`src/rtl/uart_rx_pkg.sv`:
```
// Register map, bit positions and FIFO geometry shared by the APB UART receive controller.
package uart_rx_pkg;

    localparam int unsigned FifoDepth = 8;
    localparam int unsigned FifoWidth = 8;

    localparam logic [3:0] AddrCtrl   = 4'h0;
    localparam logic [3:0] AddrStatus = 4'h4;
    localparam logic [3:0] AddrData   = 4'h8;
    localparam logic [3:0] AddrTout   = 4'hC;

    localparam int unsigned CtrlFlush = 6;

    localparam int unsigned StEmpty    = 0;
    localparam int unsigned StFull     = 1;
    localparam int unsigned StOverrun  = 2;
    localparam int unsigned StFrameErr = 3;
    localparam int unsigned StTimeout  = 4;

    // Stored CTRL bits [5:0]; rx_en sits at bit 0.
    typedef struct packed {
        logic       irq_en;
        logic [1:0] len;
        logic       stop2;
        logic       parity;
        logic       rx_en;
    } ctrl_t;

    function automatic logic [3:0] data_bits(input logic [1:0] len);
        return 4'd5 + {2'b00, len};
    endfunction

endpackage

```
`src/rtl/rx_fifo.sv`:
```
// Synchronous FIFO with flush; a push into a full FIFO is accepted only alongside a pop.
module rx_fifo
    import uart_rx_pkg::*;
#(
    parameter int unsigned Depth = FifoDepth,
    parameter int unsigned Width = FifoWidth
) (
    input  logic                       clk_i,
    input  logic                       rst_ni,
    input  logic                       flush_i,
    input  logic                       push_i,
    input  logic [Width-1:0]           wdata_i,
    input  logic                       pop_i,
    output logic [Width-1:0]           rdata_o,
    output logic                       full_o,
    output logic                       empty_o,
    output logic [$clog2(Depth+1)-1:0] count_o
);
    localparam int unsigned PtrW = $clog2(Depth);
    localparam int unsigned CntW = $clog2(Depth + 1);

    logic [Width-1:0] mem_q [Depth];
    logic [PtrW-1:0]  wptr_q, wptr_d, rptr_q, rptr_d;
    logic [CntW-1:0]  cnt_q, cnt_d;
    logic             do_push, do_pop;

    assign do_pop  = pop_i & ~empty_o & ~flush_i;
    assign do_push = push_i & ~flush_i & (~full_o | do_pop);

    // Pointers wrap naturally because Depth is a power of two.
    always_comb begin
        wptr_d = wptr_q;
        rptr_d = rptr_q;
        cnt_d  = cnt_q;
        if (flush_i) begin
            wptr_d = '0;
            rptr_d = '0;
            cnt_d  = '0;
        end else begin
            if (do_push) wptr_d = wptr_q + PtrW'(1);
            if (do_pop)  rptr_d = rptr_q + PtrW'(1);
            if (do_push && !do_pop)      cnt_d = cnt_q + CntW'(1);
            else if (do_pop && !do_push) cnt_d = cnt_q - CntW'(1);
        end
    end

    always_ff @(posedge clk_i or negedge rst_ni) begin
        if (!rst_ni) begin
            wptr_q <= '0;
            rptr_q <= '0;
            cnt_q  <= '0;
        end else begin
            wptr_q <= wptr_d;
            rptr_q <= rptr_d;
            cnt_q  <= cnt_d;
        end
    end

    always_ff @(posedge clk_i) begin
        if (do_push) mem_q[wptr_q] <= wdata_i;
    end

    assign rdata_o = mem_q[rptr_q];
    assign full_o  = (cnt_q == CntW'(Depth));
    assign empty_o = (cnt_q == '0);
    assign count_o = cnt_q;

endmodule

```
`src/rtl/uart_rx_ctrl.sv`:
```
// APB register front-end for the UART receiver: configuration, status, receive FIFO, idle timeout.
module uart_rx_ctrl
    import uart_rx_pkg::*;
(
    input  logic       PCLK,
    input  logic       PRESETn,
    input  logic       PSEL,
    input  logic       PENABLE,
    input  logic       PWRITE,
    input  logic [3:0] PADDR,
    input  logic [7:0] PWDATA,
    output logic [7:0] PRDATA,
    output logic       PREADY,
    input  logic       baud_tick,
    input  logic       rx_done,
    input  logic [7:0] rx_data,
    input  logic       error_rx_detect,
    output logic       RXen,
    output logic       parity_bit_mode,
    output logic       stop_bit_twice,
    output logic [3:0] number_data_receive,
    output logic       irq
);
    localparam int unsigned CntW = $clog2(FifoDepth + 1);

    ctrl_t          ctrl_q, ctrl_d;
    logic [7:0]     tout_q, tout_d, idle_q, idle_d, prdata_q, prdata_d, rd_mux, status;
    logic           overrun_q, overrun_d, frame_q, frame_d, timeout_q, timeout_d;
    logic           irq_q, irq_d, pop_pend_q, pop_pend_d;
    logic           apb_setup, wr_en, flush, pop, push_acc, overrun_set, timeout_hit;
    logic [2:0]     w1c;
    logic           fifo_full, fifo_empty;
    logic [7:0]     fifo_head;
    logic [CntW-1:0] fifo_count;

    assign apb_setup = PSEL & ~PENABLE;
    assign wr_en     = PSEL & PENABLE & PWRITE;
    assign flush     = wr_en & (PADDR == AddrCtrl) & PWDATA[CtrlFlush];
    assign w1c       = (wr_en && PADDR == AddrStatus) ? PWDATA[StTimeout:StOverrun] : 3'b000;
    // PRDATA is captured in the setup phase; the pop lands on the access edge.
    assign pop       = PSEL & PENABLE & ~PWRITE & pop_pend_q;
    assign push_acc  = rx_done & ~flush & ((fifo_count != CntW'(FifoDepth)) | pop);
    assign overrun_set = rx_done & ~flush & fifo_full & ~pop;
    assign timeout_hit = (tout_q != 8'd0) && (idle_q == tout_q);

    rx_fifo #(
        .Depth(FifoDepth),
        .Width(FifoWidth)
    ) u_rx_fifo (
        .clk_i   (PCLK),
        .rst_ni  (PRESETn),
        .flush_i (flush),
        .push_i  (rx_done),
        .wdata_i (rx_data),
        .pop_i   (pop),
        .rdata_o (fifo_head),
        .full_o  (fifo_full),
        .empty_o (fifo_empty),
        .count_o (fifo_count)
    );

    always_comb begin
        status             = '0;
        status[StEmpty]    = fifo_empty;
        status[StFull]     = fifo_full;
        status[StOverrun]  = overrun_q;
        status[StFrameErr] = frame_q;
        status[StTimeout]  = timeout_q;
        case (PADDR)
            AddrCtrl:   rd_mux = {2'b00, ctrl_q};
            AddrStatus: rd_mux = status;
            AddrData:   rd_mux = fifo_empty ? 8'h00 : fifo_head;
            AddrTout:   rd_mux = tout_q;
            default:    rd_mux = 8'h00;
        endcase
    end

    always_comb begin
        ctrl_d     = ctrl_q;
        tout_d     = tout_q;
        prdata_d   = prdata_q;
        pop_pend_d = 1'b0;
        if (wr_en && PADDR == AddrCtrl) ctrl_d = ctrl_t'(PWDATA[5:0]);
        if (wr_en && PADDR == AddrTout) tout_d = PWDATA;
        if (apb_setup && !PWRITE) begin
            prdata_d   = rd_mux;
            pop_pend_d = (PADDR == AddrData) & ~fifo_empty;
        end
        // Sticky bits: a same-cycle event wins over its write-1-to-clear.
        overrun_d = (overrun_q & ~w1c[0]) | overrun_set;
        frame_d   = (frame_q & ~w1c[1]) | error_rx_detect;
        timeout_d = (timeout_q & ~w1c[2]) | timeout_hit;
        idle_d    = idle_q;
        if (flush || push_acc || pop || fifo_empty) begin
            idle_d = 8'd0;
        end else if (ctrl_q.rx_en && baud_tick && !timeout_hit) begin
            idle_d = idle_q + 8'd1;
        end
        irq_d = ctrl_q.irq_en & (~fifo_empty | overrun_q | frame_q | timeout_q);
    end

    always_ff @(posedge PCLK or negedge PRESETn) begin
        if (!PRESETn) begin
            ctrl_q     <= '0;
            tout_q     <= '0;
            idle_q     <= '0;
            prdata_q   <= '0;
            overrun_q  <= 1'b0;
            frame_q    <= 1'b0;
            timeout_q  <= 1'b0;
            irq_q      <= 1'b0;
            pop_pend_q <= 1'b0;
        end else begin
            ctrl_q     <= ctrl_d;
            tout_q     <= tout_d;
            idle_q     <= idle_d;
            prdata_q   <= prdata_d;
            overrun_q  <= overrun_d;
            frame_q    <= frame_d;
            timeout_q  <= timeout_d;
            irq_q      <= irq_d;
            pop_pend_q <= pop_pend_d;
        end
    end

    assign PRDATA              = prdata_q;
    assign PREADY              = 1'b1;
    assign RXen                = ctrl_q.rx_en;
    assign parity_bit_mode     = ctrl_q.parity;
    assign stop_bit_twice      = ctrl_q.stop2;
    assign number_data_receive = data_bits(ctrl_q.len);
    assign irq                 = irq_q;

endmodule

```
`config.mk`:
```
export PLATFORM = sky130hd
export DESIGN_NAME = uart_rx_ctrl
export DESIGN_NICKNAME = d
export VERILOG_FILES = /design/src/rtl/uart_rx_pkg.sv /design/src/rtl/rx_fifo.sv /design/src/rtl/uart_rx_ctrl.sv
export SDC_FILE = /design/constraint.sdc
export NUM_CORES = 1
export LEC_CHECK = 0
export CORE_UTILIZATION = 35
export CTS_BUF_LIST = sky130_fd_sc_hd__clkbuf_8
export CTS_CLUSTER_SIZE = 10
export DETAILED_ROUTE_END_ITERATION = 10
export SETUP_SLACK_MARGIN = 0.02
export SLEW_MARGIN = 30
export SYNTH_ARGS = -nofsm -noshare
export SYNTH_HDL_FRONTEND = slang
export SYNTH_SLANG_ARGS = --single-unit
```
`constraint.sdc`:
```
create_clock -name PCLK -period 4.7 [get_ports PCLK]
set_input_delay 0.94 -clock PCLK [delete_from_list [all_inputs] [get_ports PCLK]]
set_output_delay 0.94 -clock PCLK [all_outputs]
set_load 0.05 [all_outputs]
```
# Word level (Yosys, flattened, before mapping)

Memories as Yosys holds them, arrays and structs flattened.
Cells that the tools add are included.

Register bits: 45
ROM bits: 0
Memories: 1
Bits of input ports: 28
Output and inout port bits: 17
Bits in latches: 0
Logic and storage cells: 103
Memory bits (writable): 64

Memory list:

| name            | depth | width | rd ports | clocked after memory_dff | wr ports | RTL line      | source |
|---|---|---|---|---|---|---|---|
| u_rx_fifo.mem_q | 8     | 8     | 1        | 0                        | 1        | rx_fifo.sv:22 | `logic [Width-1:0] mem_q [Depth];` |

Multiplexer cells: 15
Multipliers: 0
Shifts and indexed selects: 0
Equality and inequality tests: 6
$lt $le $gt $ge: 0
Reductions and logical operators: 23
Bitwise gates (word level): 36
Add/subtract/negate cells: 6
Divide/modulo/power cells: 0

Operators by type and width:

| operator                                             | number |
|---|---|
| one-hot mux 8 bit (4 select lines)                   | 1 |
| two-way mux 8 bit                                    | 3 |
| bitwise AND 1 bit                                    | 19 |
| two-way mux 3 bit                                    | 5 |
| equality test 4 bit (second input constant)          | 3 |
| two-way mux 4 bit                                    | 3 |
| logical AND 1 bit                                    | 9 |
| inverter 1 bit                                       | 9 |
| adder 8 x 1 -> 8 bit (second input constant)         | 1 |
| equality test 8 bit                                  | 1 |
| zero test 4 bit                                      | 2 |
| bitwise OR 1 bit                                     | 8 |
| nonzero test 8 bit                                   | 1 |
| adder 3 x 1 -> 3 bit (second input constant)         | 2 |
| nonzero test 2 bit                                   | 3 |
| adder 3 x 2 -> 4 bit (first input constant)          | 1 |
| adder 4 x 1 -> 4 bit (second input constant)         | 1 |
| equality test 4 x 3 -> 1 bit (second input constant) | 1 |
| zero test 1 bit                                      | 4 |
| != test 4 bit (second input constant)                | 1 |
| subtractor 4 x 1 -> 4 bit (second input constant)    | 1 |
| logical OR 1 bit                                     | 3 |
| two-way mux 1 bit                                    | 3 |
| nonzero test 3 bit                                   | 1 |

# Longest topological paths before layout

Gate-level depths: netlist of the first run.

Depth after elaboration: 13
Depth in mapped cells: 11
Mapped depth without buffers: 10

# Cells and area by module

A second synthesis of the first run with hierarchy kept.

Cells, all modules: 353
Area total of the unflattened synthesis: 4992.3 um^2

Modules (own cells, without submodules):

| module       | area an instance (um^2) | cells an instance | instances | sequential area each (um^2) |
|---|---|---|---|---|
| rx_fifo      | 3156.8                  | 177               | 1         | 2172.1 |
| uart_rx_ctrl | 1835.5                  | 176               | 1         | 875.8 |

# Worst setup path after synthesis of the first run

OpenSTA, ideal clock, no wires.

Path type: input -> register
From: input port PADDR[3]
To: register u_rx_fifo.cnt_q[3] (netlist: u_rx_fifo.count_o[3])
Setup time: 124 ps
Stages on the path: 11
Arrival time: 2926 ps
Buffers on the path: 1
Data required time: 4576 ps
Setup slack: 1650 ps
Path through: buf_2 or3_1 nor4_4 nor2_1 nand2_1 ha_1 a21o_1 a21oi_1 nor3b_1 o21ai_0 nor3b_1

Word-level cells in the longest chain between the ends: 10
Elaborated cells on any way between the ends: 15
Classes of those cells: mux: 2; bitwise: 7; reduce/logical: 6

RTL lines:

| what                                                    | RTL line                     | source |
|---|---|---|
| from (decl)                                             | uart_rx_ctrl.sv:10           | `input logic [3:0] PADDR,` |
| zero test 4 bit *                                       | uart_rx_ctrl.sv:38           | `assign flush = wr_en & (PADDR == AddrCtrl) & PWDATA[CtrlFlush];` |
| bitwise AND 1 bit * (2 in a row)                        | uart_rx_ctrl.sv:38           |  |
| inverter 1 bit                                          | rx_fifo.sv:27, rx_fifo.sv:28 |  |
| bitwise AND 1 bit                                       | rx_fifo.sv:27                | `assign do_pop = pop_i & ~empty_o & ~flush_i;` |
| bitwise OR 1 bit                                        | rx_fifo.sv:28                | `assign do_push = push_i & ~flush_i & (~full_o \| do_pop);` |
| bitwise AND 1 bit                                       | rx_fifo.sv:28                |  |
| logical AND 1 bit or zero test 1 bit (tied branches)    | rx_fifo.sv:42, rx_fifo.sv:43 |  |
| two-way mux 4 bit or logical AND 1 bit (tied branches)  | rx_fifo.sv:42, rx_fifo.sv:43 |  |
| two-way mux 4 bit or nonzero test 3 bit (tied branches) | -                            |  |
| to (signal assigned)                                    | rx_fifo.sv:55                | `cnt_q <= cnt_d;` |
| to (decl)                                               | rx_fifo.sv:24                | `logic [CntW-1:0] cnt_q, cnt_d;` |

Every way passes the cells marked *; elsewhere a longest branch is shown, timed or not.
A chain may end at the register's enable or synchronous reset.

# Final worst setup path of the first run

Same ends and word-level chain as after synthesis.

==> summary.md, run 1 <==
| Metric | Value |
|---|---|
| Status | `finished, final reports clean` |
| # fillers | `approximately 1,300` |
| Mean Syn Cell Area | `14.3 sq um` |
| Hold crit path type | `reg -> reg` |
| Pleak | `between 2 and 2.5 nW` |
| Min Clock Period, post-route | `approximately 3500 ps` |
| Sequential Power Share | `0.533` |
| RSZ-0062 raised after global routing | `false` |
| Mux contribution to synthesized area | `0.135` |
| Worst-margin pin slew | `approximately 960 ps` |
| Cell count after synthesis | `~340` |
| Unique masters post-synth | `55` |
| Comb power frac | `0.232` |
| Port buffer count | `43` |
| Clock Latency Late Sink | `between 300 and 400 ps` |
| Htree depth | `3` |
| Post-synthesis compound-gate area fraction | `0.0668` |
| Final setup viols | `0` |
| Asr flop ratio synth | `0.413` |
| Final hold violations | `0` |
| Fin nets | `424` |
| Die W | `between 100 and 150 um` |
| Die footprint | `between 10,000 and 15,000 sq um` |
| First-pass GRT wire length | `~17 mm` |
| FF+latch count, synth | `approximately 110` |
| Clock transition at the registers of the reported paths | `between 100 and 150 ps` |
| Final wirelength | `a little over 10 mm` |
| Clk pwr share | `0.234` |
| CTS sink cnt | `~110` |
| DP HPWL | `7.20 mm` |
| Primary FF master, synth | `edfxtp_1` |
| Antenna Violating Nets Remaining | `0` |
| Die height | `between 100 and 150 um` |
| Startpoint Class | `primary input` |
| Post-synth EDFFs | `between 60 and 70` |
| Vias in the first global route | `3,054` |
| I/O pin total | `between 40 and 50` |
| Max VDD drop | `0.000206 V` |
| Max-slew violations | `0` |
| Sw Share | `0.328` |
| Setup TNS | `0 ps` |
| Fmax | `between 200 and 300 MHz` |
| Area grow syn2layout | `16.5%` |
| Max cap viols | `0` |
| 1st-pass router iterations | `4` |
| Root Driver | `clkbuf_8` |
| Mean routed wirelength per cell | `17.9 um` |
| # Post-CTS Setup Buffers | `0` |
| Routability Congestion | `0.754` |
| Placed cells | `about 550` |
| Post-CTS Hold Buffers | `0` |
| Post-synthesis simple-gate area fraction | `0.109` |
| Fraction of layout cells with a size suffix above 1 | `0.157` |
| CTS Buf Count | `9` |
| Total track usage | `0.154` |
| Sequential area share after synthesis | `0.621` |
| Final Skew | `about 11 ps` |
| P_sw | `~0.79 mW` |
| Largest family of logic cells by synthesized area | `multiplexers` |
| Post-cts sizing count | `0` |
| CTS Buffer Depth | `2` |
| Initial antenna violation count | `0` |
| Initial DRC Count | `237` |
| Arr. time, crit path | `~3800 ps` |
| Pwr Density | `approximately 420 nW/um^2` |
| Synth Net Count | `roughly 380` |
| Finished Layout Cells | `570` |
| Starting Density | `0.365` |
| Post-Synth Adder-Cell Area | `0.0194` |
| Largest net degree at the start of global routing | `46` |
| CP Class | `in -> reg` |
| Crit. End Element | `flip-flop` |
| Residual DRC | `0` |
| CP max FO | `13` |
| Worst Path Required | `between 4000 and 5000 ps` |
| CTS tree | `built` |
| ANT cells | `0` |
| FP Rows | `42` |
| Core area | `13,500 sq um` |
| Ys Warns | `0` |
| Power Internal | `1.61 mW` |
| Grt total ovfl | `0` |
| Routed vias | `2,936` |
| XOR/XNOR Fraction of Synth Area | `0.0250` |
| Cell Area, Synth | `approximately 4900 sq um` |
| Final period util | `0.736` |
| Vias/cell | `about 5.2` |
| Worst rel slew slack | `0.358` |
## cells by family after synthesis
| family | Yosys count |
|---|---|
| AOI/OAI and AO/OA | 48 |
| xor gates and xnor gates | 14 |
| adders and majority gates | 7 |
| buffers and inverters | 22 |
| DFF | 109 |
| muxes | 44 |
| other | 1 |
| and+or+nand+nor | 98 |
## final timing paths
path | from | endpoint | slack [ps] | cells past startpoint
min reg2reg | frame_q | frame_q | 530 | 1
min | frame_q | frame_q | 530 | 1
max reg2reg | u_rx_fifo.count_o[1] | u_rx_fifo.count_o[3] | 1880 | 10
min in group asynchronous | PRESETn | u_rx_fifo.wptr_q[1] | 550 | 1
max in group asynchronous | PRESETn | PRDATA[1] | 3760 | 1
max | PADDR[3] | u_rx_fifo.count_o[3] | 1240 | 12
## cell type report
class	instances	area [sq um]	share of cell area
repair buffers	49	473	0.0828
inverters	8	30.0	0.00526
multi-input cells	212	1750	0.306
clock inverters	7	72.6	0.0127
clock buffers	9	124	0.0217
flip-flops and latches	109	3050	0.533
well taps	176	220	0.0385
## cell usage after synthesis (all sizes together), types with 6 or more instances
library cell	number	share of area
ha	6	0.015
mux2	13	0.030
nand3	10	0.010
xor2	11	0.020
mux2i	15	0.031
nor2	40	0.031
a21oi	7	0.0071
nor4	7	0.016
nor3	6	0.0071
inv	8	0.0061
a21boi	6	0.0092
dfrtp	45	0.23
edfxtp	64	0.39
buf	10	0.013
o21ai	11	0.011
mux4	16	0.073
nand2	12	0.0092
## metal layers
metal	global-route usage	share of wire	up-vias
met5	0	0	-
met1	0.201	0.46	1470
met2	0.251	0.48	57
met3	0.0363	0.036	14
met4	0.0532	0.019	0
li1	-	-	1395
## registers in the layout, summed over array words and instances (netlist names), 3 cells and up
register,count
u_rx_fifo.wptr_q,3
PRDATA,8
idle_q,8
u_rx_fifo.mem_q,64
ctrl_q,3
tout_q,8
u_rx_fifo.count_o,4
u_rx_fifo.rptr_q,3
## worst max-delay path, stage by stage
cell,delay (ps)
clkdlybuf4s50_1,560
or3_1,510
nor4_4,140
buf_4,230
nor2_1,80
nand2_1,120
ha_1,240
a21o_1,180
a21oi_1,190
nor3b_1,270
nor3_1,80
nor3b_1,210
## per-stage QoR
stage	power, mW	area (sq um)	utilization	hold slack [ps]	setup WS [ps]
floorplan	1.66	4900	-	472	1650
global placement	1.84	5520	0.410	488	982
detailed placement	1.87	5520	0.410	499	890
CTS	2.43	5710	0.425	522	1300
global route	2.53	5710	0.425	550	1060
finish	2.40	5710	0.425	526	1240
## power by group through the flow
stage | sequential [mW] | combinational, mW | clock, mW
4_1_cts | 1.28 | 0.566 | 0.581
5_1_grt | 1.30 | 0.609 | 0.617
2_1_floorplan | 1.32 | 0.338 | 0
6_report | 1.28 | 0.556 | 0.562
3_3_place_gp | 1.30 | 0.546 | 0
3_5_place_dp | 1.30 | 0.565 | 0
## placed cells by master (no fill, tap or decap), types with 4 or more instances in the layout
master	synthesis	layout
inv_1	8	8
buf_4	4	7
mux2_2	13	13
a21boi_0	4	4
ha_1	6	6
nor2_1	39	39
mux4_2	16	16
o31ai_1	4	4
a21oi_1	7	7
edfxtp_1	64	64
o21ai_0	11	11
nor3_1	5	5
nor4_1	4	4
nand2_1	12	12
a31oi_1	5	5
mux2i_1	14	14
or4_1	4	4
clkbuf_8	0	9
xor2_1	11	11
nand3_1	10	10
dfrtp_1	45	45
clkdlybuf4s50_1	0	42
(Power assumes the default switching activity.)
==> run 2, diff against run 1 <==
==> constraint.sdc (replaced) <==
create_clock -name PCLK -period 3.53 [get_ports PCLK]
set_input_delay 0.706 -clock PCLK [delete_from_list [all_inputs] [get_ports PCLK]]
set_output_delay 0.706 -clock PCLK [all_outputs]
set_load 0.05 [all_outputs]
==> run 2 against run 1 <==
  * Non-clock buffer count grew 8
  * Critical path depth down 1
  * Register-to-register slack got worse by 1100 ps
  * Highest routed layer unchanged
  * First-iteration DRC count shrank 11%
  * Combinational power rose by 36%
==> summary.md, run 2 (synthesized netlist as in run 1, its figures left out) <==
| Metric | Value |
|---|---|
| Status | `finished, final reports clean` |
| Port buffer count | `43` |
| Clock transition at the registers of the reported paths | `roughly 100 ps` |
| Starting Density | `0.365` |
| Top reg by flops | `u_rx_fifo.mem_q` |
| Mean routed wirelength per cell | `18.2 um` |
| Area grow syn2layout | `17.4%` |
| Fmax | `345 MHz` |
| Largest register FFs | `64` |
| Worst rel slew slack | `0.502` |
| Antenna Violating Nets Remaining | `0` |
| Root Driver | `clkbuf_8` |
| Total power draw | `between 3 and 4 mW` |
| Worst Path Required | `3790 ps` |
| Final Skew | `5.79 ps` |
| CTS sink cnt | `between 100 and 150` |
| Placed cells | `roughly 560` |
| CTS Buffer Depth | `2` |
| Pleak | `between 2 and 2.5 nW` |
| # fillers | `~1,300` |
| Clock Latency Late Sink | `approximately 370 ps` |
| Crit. End Element | `flip-flop` |
| Fraction of layout cells with a size suffix above 1 | `0.174` |
| Most common cell after layout, fill and taps aside | `edfxtp_1` |
| Core area | `approximately 13,000 sq um` |
| Place WS | `255 ps` |
| Htree depth | `3` |
| Vias in the first global route | `just over 3,000` |
| Most frequent cells in the layout | `64 x edfxtp_1, 45 x dfrtp_1, 42 x clkdlybuf4s50_1, 39 x nor2_1, 16 x mux4_2` |
| FP Rows | `42` |
| Initial DRC Count | `~210` |
| Arr. time, crit path | `approximately 3200 ps` |
| Final hold violations | `0` |
| Max cap viols | `0` |
| CTS Buf Count | `9` |
| Final wirelength | `between 10 and 15 mm` |
| First-pass GRT wire length | `~17 mm` |
| I/O pin total | `45` |
| CP Class | `in -> reg` |
| Setup TNS | `0 ps` |
| ANT cells | `0` |
| Largest net degree at the start of global routing | `46` |
| Fin worst setup slack | `632 ps` |
| Finished Layout Cells | `578` |
| Max VDD drop | `0.000331 V` |
| RSZ-0062 raised after global routing | `false` |
| Post-CTS Hold Buffers | `0` |
| Fin nets | `about 430` |
| Die footprint | `between 10,000 and 15,000 sq um` |
| # Post-CTS Setup Buffers | `0` |
| Initial antenna violation count | `0` |
| Residual DRC | `0` |
| Startpoint Class | `primary input` |
| Hold crit path type | `in -> async` |
| Routability Congestion | `0.786` |
| 1st-pass router iterations | `4` |
| Min Clock Period, post-route | `2900 ps` |
| Die height | `~120 um` |
| Max-slew violations | `0` |
| Final setup viols | `0` |
| Total track usage | `0.157` |
| Post-layout util | `0.428` |
| Post-cts sizing count | `0` |
| Routed vias | `between 2,000 and 3,000` |
| Die W | `120 um` |
| Worst-margin pin slew | `around 740 ps` |
| Vias/cell | `~5.2` |
| CTS tree | `built` |
| Pwr Density | `~550 nW/um^2` |
| Final period util | `0.821` |
| CP max FO | `5` |
| Grt total ovfl | `0` |
| DP HPWL | `between 7 and 8 mm` |
[run 2: cell count changes in the layout (fill, tap and decap cells not counted), sizes merged]
cell    change
inv         -2
clkinv      +2
buf         +8
[run 2: per-layer routing]
layer	track usage	vias to the layer above	routed length, um
li1	-	1408	-
met1	0.205	1517	4730
met2	0.261	60	5290
met3	0.0373	12	387
met4	0.0417	0	134
met5	0	-	0
[run 2: path summary, 6_finish.rpt]
check | from | to | slack, ps | cells past startpoint
min in group PCLK | frame_q | frame_q | 520 | 1
hold reg to reg | frame_q | frame_q | 520 | 1
max in group asynchronous | PRESETn | tout_q[7] | 2810 | 1
setup / recovery | PSEL | u_rx_fifo.count_o[3] | 630 | 11
hold / removal | PRESETn | PRDATA[5] | 320 | 1
setup reg to reg | u_rx_fifo.count_o[1] | u_rx_fifo.count_o[3] | 740 | 10
[run 2: stage by stage]
stage	hold WS [ps]	area, sq um
after CTS	333	5760
after global placement	487	5580
after floorplan	410	4900
after global routing	355	5760
after detailed placement	499	5580
final	324	5760
[run 2: area by class of cell]
cell class                      instances  area, sq um  share of cell area
Clock buffer                            9          124              0.0215
Clock inverter                          7         58.8              0.0102
Inverter                                8         30.0             0.00521
Multi-Input combinational cell        212         1750               0.303
Sequential cell                       109         3050               0.529
Tap cell                              176          220              0.0382
Timing Repair Buffer                   57          533              0.0925
[run 2: where the power goes]
group	internal (mW)	switching, mW
logic	0.322	0.434
clock network	0.267	0.439
registers	1.56	0.147
[run 2: worst max-delay path, cell delays in order]
cell and delay, ps:
clkdlybuf4s50_1 530, nand3_1 260, nor4_4 330, nor2_1 110, nand2_1 130, ha_1 240, a21o_1 180, a21oi_1 180
nor3b_1 260, o21ai_0 100, nor3b_1 140
==> run 3, diff against run 2 <==
==> constraint.sdc (replaced) <==
create_clock -name PCLK -period 2.7 [get_ports PCLK]
set_input_delay 0.54 -clock PCLK [delete_from_list [all_inputs] [get_ports PCLK]]
set_output_delay 0.54 -clock PCLK [all_outputs]
set_load 0.05 [all_outputs]
==> run 3 against run 2 <==
  * Clock skew is 2.4 ps higher
  * Largest power group unchanged
  * Hold slack got worse by 270 ps
  * Global-route usage rose by 0.57 points
  * Die area stayed put
  * Via count grew 4.7%
  * Sequential power grew 30%
  * Sequential share of layout area shrank 1.9 points
==> summary.md, run 3 (synthesized netlist as in run 1, its figures left out) <==
| Metric | Value |
|---|---|
| Antenna Violating Nets Remaining | `0` |
| Most common cell after layout, fill and taps aside | `edfxtp_1` |
| Pleak | `about 2.3 nW` |
| Pwr Density | `between 700 and 800 nW/um^2` |
| Die W | `~120 um` |
| CTS tree | `built` |
| Final wirelength | `~11 mm` |
| FP Rows | `42` |
| Routed vias | `approximately 3,100` |
| Clock Latency Late Sink | `between 300 and 400 ps` |
| Die footprint | `14,500 sq um` |
| CP Class | `in -> reg` |
| Post-layout util | `0.444` |
| CTS Buf Count | `9` |
| Status | `finished, final reports clean` |
| Crit. End Element | `flip-flop` |
| Htree depth | `3` |
| DP HPWL | `approximately 7.7 mm` |
| Residual DRC | `0` |
| CP max FO | `3` |
| Vias/cell | `a little over 5` |
| Most frequent cells in the layout | `64 x edfxtp_1, 45 x dfrtp_1, 42 x clkdlybuf4s50_1, 42 x buf_4, 38 x nor2_1` |
| Initial DRC Count | `roughly 210` |
| 1st-pass router iterations | `5` |
| RSZ-0062 raised after global routing | `false` |
| Final period util | `0.957` |
| Startpoint Class | `primary input` |
| Port buffer count | `43` |
| Cell area after layout | `5980 sq um` |
| Die height | `120 um` |
| Area grow syn2layout | `21.8%` |
| Core area | `between 10,000 and 15,000 sq um` |
| Starting Density | `0.365` |
| Clock transition at the registers of the reported paths | `100 ps` |
| Max cap viols | `0` |
| First-pass GRT wire length | `17.5 mm` |
| Worst-margin pin slew | `roughly 530 ps` |
| Max-slew violations | `0` |
| Post-cts sizing count | `0` |
| Max VDD drop | `about 0.0004 V` |
| Worst Path Required | `~3000 ps` |
| Fraction of layout cells with a size suffix above 1 | `0.230` |
| Largest net degree at the start of global routing | `33` |
| Hold crit path type | `in -> async` |
| Arr. time, crit path | `between 2000 and 3000 ps` |
| Worst hold slack | `between 50 and 60 ps` |
| # Post-CTS Setup Buffers | `0` |
| Fin nets | `460` |
| Final Skew | `around 8 ps` |
| Routability Congestion | `0.799` |
| Dpl cell area | `~5800 sq um` |
| Worst rel slew slack | `0.646` |
| Min Clock Period, post-route | `2580 ps` |
| ANT cells | `0` |
| Mean routed wirelength per cell | `17.7 um` |
| Root Driver | `clkbuf_8` |
| Post-CTS Hold Buffers | `0` |
| Final setup viols | `0` |
| I/O pin total | `45` |
| CTS Buffer Depth | `2` |
| Setup TNS | `0 ps` |
| Fmax | `around 390 MHz` |
| CTS sink cnt | `about 110` |
| Grt total ovfl | `0` |
| Largest register FFs | `64` |
| Initial antenna violation count | `0` |
| Vias in the first global route | `between 3,000 and 4,000` |
| Final hold violations | `0` |
| Top reg by flops | `u_rx_fifo.mem_q` |
| Total track usage | `0.162` |
run 3: area by class of cell:
cell class                 instances  area, sq um
clock buffer                       9          124
multi-input combinational        212         1760
sequential                       109         3050
inverter                           8         30.0
fill                            1263         7480
timing repair buffer              85          741
tap                              176          220
clock inverter                     7         53.8
run 3: critical path, cell delays in order:
cell,delay (ps)
clkdlybuf4s50_1,440
or3_4,440
nor4_4,180
nor2_2,80
nand2_1,90
ha_1,230
a21o_1,180
a21oi_1,180
buf_4,130
nor3_1,40
o21ai_0,160
nor3b_1,200
run 3: layer usage:
layer	global-route usage	up-vias	share of wire	wire, um
met1	0.206	1593	0.45	4810
met4	0.0440	0	0.012	126
met3	0.0491	12	0.047	502
met2	0.270	71	0.49	5320
met5	0	-	0	0
li1	-	1461	-	-
run 3: stage by stage:
step / instances / setup WS, ps / total power, mW
after global placement: 590 / -277 / 3.32
after global routing: 606 / 11.4 / 4.47
after CTS: 606 / 74.4 / 4.28
final: 606 / 116 / 4.23
after floorplan: 343 / 50.0 / 2.89
after detailed placement: 590 / -327 / 3.35
run 3: path summary, 6_finish.rpt:
path / start / to / slack [ps] / cells past startpoint
hold reg to reg: frame_q / frame_q / 510 / 1
setup / recovery: PADDR[3] / u_rx_fifo.count_o[3] / 120 / 12
hold / removal: PRESETn / u_rx_fifo.wptr_q[2] / 50 / 1
min in group PCLK: frame_q / frame_q / 510 / 1
max in group asynchronous: PRESETn / idle_q[7] / 1900 / 2
setup reg to reg: u_rx_fifo.count_o[0] / u_rx_fifo.count_o[3] / 230 / 11
run 3: where the power goes:
| group | switching, mW | leakage (nW) | internal, mW |
|---|---|---|---|
| combinational | 0.600 | 1.02 | 0.497 |
| sequential | 0.179 | 1.15 | 2.03 |
| clock | 0.574 | 0.0916 | 0.348 |
| total | 1.35 | 2.26 | 2.88 |
